--- src/rtl/operand_fetch.sv ---
// Operand fetch for the integer ALU: decodes RV64I OP/OP-IMM, reads a 32x64 register file
// with write-first forwarding, and registers the {instruction, in1, in2, rd} bundle.
module operand_fetch #(
    parameter int unsigned XLEN = 64,
    parameter int unsigned NREG = 32
) (
    input  logic            clk,
    input  logic            rst_n,
    input  logic            issue_valid,
    input  logic [31:0]     instruction,
    input  logic            wb_en,
    input  logic [4:0]      wb_rd,
    input  logic [XLEN-1:0] wb_data,
    output logic            op_valid,
    output logic [31:0]     op_instruction,
    output logic [XLEN-1:0] op_in1,
    output logic [XLEN-1:0] op_in2,
    output logic [4:0]      op_rd,
    output logic            illegal
);

    localparam logic [6:0] OpcOp    = 7'b0110011;
    localparam logic [6:0] OpcOpImm = 7'b0010011;

    logic [XLEN-1:0] regs_q [NREG];

    logic [6:0]      opcode;
    logic [2:0]      funct3;
    logic [4:0]      rs1;
    logic [4:0]      rs2;
    logic [XLEN-1:0] rs1_val;
    logic [XLEN-1:0] rs2_val;
    logic            legal;
    logic [XLEN-1:0] in2_d;
    logic [31:0]     instr_d;

    logic            op_valid_q;
    logic            illegal_q;
    logic [31:0]     op_instruction_q;
    logic [XLEN-1:0] op_in1_q;
    logic [XLEN-1:0] op_in2_q;
    logic [4:0]      op_rd_q;

    assign opcode = instruction[6:0];
    assign funct3 = instruction[14:12];
    assign rs1    = instruction[19:15];
    assign rs2    = instruction[24:20];

    always_ff @(posedge clk or negedge rst_n) begin
        if (!rst_n) begin
            for (int i = 0; i < NREG; i++) begin
                regs_q[i] <= '0;
            end
        end else if (wb_en && (wb_rd != 5'd0)) begin
            regs_q[wb_rd] <= wb_data;
        end
    end

    // Write-first: a same-cycle write-back to the source register wins over the array.
    always_comb begin
        rs1_val = '0;
        if (rs1 != 5'd0) begin
            if (wb_en && (wb_rd == rs1)) begin
                rs1_val = wb_data;
            end else begin
                rs1_val = regs_q[rs1];
            end
        end
    end

    always_comb begin
        rs2_val = '0;
        if (rs2 != 5'd0) begin
            if (wb_en && (wb_rd == rs2)) begin
                rs2_val = wb_data;
            end else begin
                rs2_val = regs_q[rs2];
            end
        end
    end

    always_comb begin
        legal   = 1'b0;
        in2_d   = '0;
        instr_d = instruction;
        if (opcode == OpcOp) begin
            legal = 1'b1;
            in2_d = rs2_val;
        end else if (opcode == OpcOpImm) begin
            legal = 1'b1;
            if ((funct3 == 3'd1) || (funct3 == 3'd5)) begin
                in2_d = {{(XLEN-6){1'b0}}, instruction[25:20]};
            end else begin
                in2_d = {{(XLEN-12){instruction[31]}}, instruction[31:20]};
                // Keep a negative immediate from looking like SUB/SRA to the ALU.
                instr_d[30] = 1'b0;
            end
        end
    end

    always_ff @(posedge clk or negedge rst_n) begin
        if (!rst_n) begin
            op_valid_q       <= 1'b0;
            illegal_q        <= 1'b0;
            op_instruction_q <= '0;
            op_in1_q         <= '0;
            op_in2_q         <= '0;
            op_rd_q          <= '0;
        end else begin
            op_valid_q <= issue_valid && legal;
            illegal_q  <= issue_valid && !legal;
            if (issue_valid && legal) begin
                op_instruction_q <= instr_d;
                op_in1_q         <= rs1_val;
                op_in2_q         <= in2_d;
                op_rd_q          <= instruction[11:7];
            end
        end
    end

    assign op_valid       = op_valid_q;
    assign illegal        = illegal_q;
    assign op_instruction = op_instruction_q;
    assign op_in1         = op_in1_q;
    assign op_in2         = op_in2_q;
    assign op_rd          = op_rd_q;

endmodule

--- config.mk ---
export PLATFORM = sky130hd
export DESIGN_NAME = operand_fetch
export DESIGN_NICKNAME = d
export VERILOG_FILES = /design/src/rtl/operand_fetch.sv
export SDC_FILE = /design/constraint.sdc
export NUM_CORES = 2
export LEC_CHECK = 0
export ABC_CLOCK_PERIOD_IN_PS = 3320
export BUFFER_PORTS_ARGS = -buffer_cell sky130_fd_sc_hd__buf_2
export CAP_MARGIN = 20
export CORE_MARGIN = 5
export CORE_UTILIZATION = 35
export DETAILED_ROUTE_END_ITERATION = 12
export PLACE_DENSITY = 0.48
export SYNTH_ARGS = -nofsm -noshare
export SYNTH_HDL_FRONTEND = slang
export SYNTH_SLANG_ARGS = --single-unit
--- constraint.sdc ---
create_clock -name clk -period 3.32 [get_ports clk]
set_input_delay 0.664 -clock clk [delete_from_list [all_inputs] [get_ports clk]]
set_output_delay 0.664 -clock clk [all_outputs]
set_load 0.01 [all_outputs]
==> results.ini <==
[synth]
synth_cells=7749
yosysSeqAreaShare_pct=47.98
synth_common_cells=dfrtp_1, mux2_2, mux4_2, clkbuf_1, mux2i_1
netlist_top_cells_area=dfrtp_1, mux2_2, mux4_2
yosysMostFrequentCell=dfrtp_1
yosysTopAreaCell=dfrtp_1
synth-edff-count=0
synth.avg_cell_area_um2=14.88
yosysUniqueCellTypes=75
yosysWarnings=0
synth_nets=7854
synth_top_area_share_pct=47.98
ys_ff_latch=2210
netlist_area_um2=115300
synthFlopType=dfrtp_1
ys_async_sr_fraction_pct=100.0

[drt]
wl_per_cell_um=36.98
drc_errors=0
vias=76850
viasPerCell=6.183
first_iter_violations=7052
totalWireLength_um=459600
ant_nets=0
drtPass1Iterations=8

[power_and_ir_drop]
p_comb_share_pct=18.8
p_int_uw=58770
power.density_nw_per_um2=610.2
sw_frac_of_total_pct=27.83
ir_worst_vdd_uv=378.5
pwr-share-seq_pct=44.2
clock_power_share_pct=37.0
leakage_uw=0.05772
p_switching_uw=22660

[sta]
period_share_pct=77.63
hold_viol=0
rsz0062_at_grt=no
fin_ws_ns=0.7426
worstMarginPinSlew_ns=1.010
setup_viol=0
fin_tns_setup_ns=0
slew_headroom_pct=32.66
fin_crit_ns=2.577
final.setup_skew_ns=0.03525
fmaxAchievable_mhz=388.0
drv_slew=0

[grt]
grtUsageTotal_pct=26.58
antenna_found_initial=39
grtUsageMet2_pct=43.03
grt-ovfl-total=0
grt_pass1_wl_um=650500
grt_max_degree=143
busiest_layer=met2
grt_use_met3_pct=3.672
met1_usage_pct=36.39
grt_pass1_vias=79670

[setup_path]
start_kind=register
end_kind=output pin
slowest_stage=dfrtp_1
cp_top_family=flip-flops
cpPeakStageDelay_ns=0.75
arrival_ns=1.91
cp.required_ns=2.66
path_class=register to output pin
cp_max_fo=2
path_cells=buf_2
critPathBufInv=1

[layout]
nFillCells=29960
finalNetCount=7976
area_delta_synth_final_pct=15.78
stdcell_area_um2=133500
multi_input_area_um2=56130
ff_latch_area_um2=55300
drive_gt1_share_pct=52.77

[clock_tree]
htree_levels=5
clkLatencyLatePin_ns=0.91
cts_root_buffer=clkbuf_16
cts-buffers-inserted=273
cts_setup_buffers=0
clock_sinks=2210
clk_pin_slew_ns=0.06
cts_resized=0
cts_tree=yes
clockBufferDepth=4

[job]
max_cap_violations=0

[die]
io_pins=272
die_y_um=583.9
initial_core_util_pct=35.18
coreArea_um2=327700
die_x_um=583.9
num_rows=210
dieArea_um2=340900

[place]
portBuffers=271
gp_congestion=0.8465
place.detailed.hpwl_um=283000
dp_worst_setup_slack_ns=0.2303
placedInstanceArea_um2=124400

[run_status]
status=finished clean

[worst_hold_path]
hold_path_class=input port to register

[routing by layer]
layer | share of wire, % | up-vias
li1 | - | 30410
met1 | 42 | 42760
met2 | 47 | 2882
met3 | 5.6 | 793
met4 | 4.4 | 4
met5 | 0.0061 | -
[logic make-up after synthesis]
| family | Yosys count | synth area share [%] |
|---|---|---|
| AOI/OAI and AO/OA | 689 | 4.112 |
| xor gates and xnor gates | 10 | 0.07598 |
| and+or+nand+nor | 608 | 3.017 |
| DFF | 2210 | 47.98 |
| muxes | 3304 | 41.10 |
| buffers and inverters | 928 | 3.719 |
[repair_timing]
item | in CTS | in global routing
endpoints found under the hold margin | 28 | 0
hold buffers | 14 | 0
endpoints found under the setup margin | 0 | 0
[worst min-delay path, stage by stage]
cell and delay (ns):
buf_2 0.17, nand2_1 0.07, nand2_1 0.05
[power by group through the flow]
stage	Clock, uW	Sequential [uW]	Combinational, uW
2_1_floorplan	0	34800	11100
3_3_place_gp	0	36100	15000
3_5_place_dp	0	36300	15300
4_1_cts	30800	35800	15400
5_1_grt	31800	36500	16400
6_report	30200	36000	15300
[final cells by class]
cell class	count	area share (%)
inverter	6	0.02344
antenna	10	0.01875
timing repair buffer	769	5.737
multi-input combinational	4611	42.06
sequential	2210	41.44
clock inverter	76	0.5972
tap	4346	4.074
clock buffer	401	6.055
[layout by cell type, fill, tap and decap left out, drive strengths merged, types with 7 or more instances in the layout]
| master | n |
|---|---|
| a21oi | 83 |
| nor2 | 84 |
| clkinv | 46 |
| inv | 21 |
| and3 | 7 |
| diode | 10 |
| buf | 755 |
| mux4 | 935 |
| o22a | 13 |
| mux2 | 2071 |
| o221ai | 7 |
| nand3 | 72 |
| nand4b | 63 |
| a211oi | 21 |
| a22o | 12 |
| a22oi | 184 |
| nand2b | 10 |
| nor3b | 8 |
| nand4 | 92 |
| o31a | 12 |
| dlygate4sd3 | 14 |
| a32oi | 70 |
| nor4 | 15 |
| mux2i | 298 |
| o22ai | 156 |
| nor3 | 36 |
| or4 | 30 |
| o21ai | 98 |
| nand3b | 7 |
| nand2 | 141 |
| clkbuf | 401 |
| a221oi | 7 |
| bufinv | 11 |
| dfrtp | 2210 |
[registers in the layout, summed over array words and instances (netlist names)]
name	cells
op_instruction	32
op_valid	1
illegal	1
regs_q	2048
op_in2	64
op_in1	64
[through the flow]
step	std cells	utilization (%)	hold slack, ns	total power [uW]
3_3_place_gp	11930	37.97	0.3768	51110
4_1_cts	12420	40.72	0.007431	82030
5_1_grt	12420	40.73	0.07847	84690
3_5_place_dp	11930	37.97	0.3820	51610
2_1_floorplan	7749	-	0.3684	45940
6_report	12430	40.73	0.08519	81440
[final timing paths]
| kind | startpoint | end | slack [ns] | cells past startpoint |
|---|---|---|---|---|
| hold / removal | instruction[26] | op_instruction[26] | 0.09 | 3 |
| min in group asynchronous | rst_n | regs_q[1482] | 0.33 | 2 |
| hold reg to reg | regs_q[2032] | regs_q[2032] | 0.39 | 0 |
| setup / recovery | op_in1[17] | op_in1[17] | 0.74 | 1 |
| max in group asynchronous | rst_n | regs_q[1303] | 1.54 | 3 |
| setup reg to reg | regs_q[835] | op_in2[3] | 1.37 | 6 |
No activity file was read; power rests on OpenSTA's default activity.
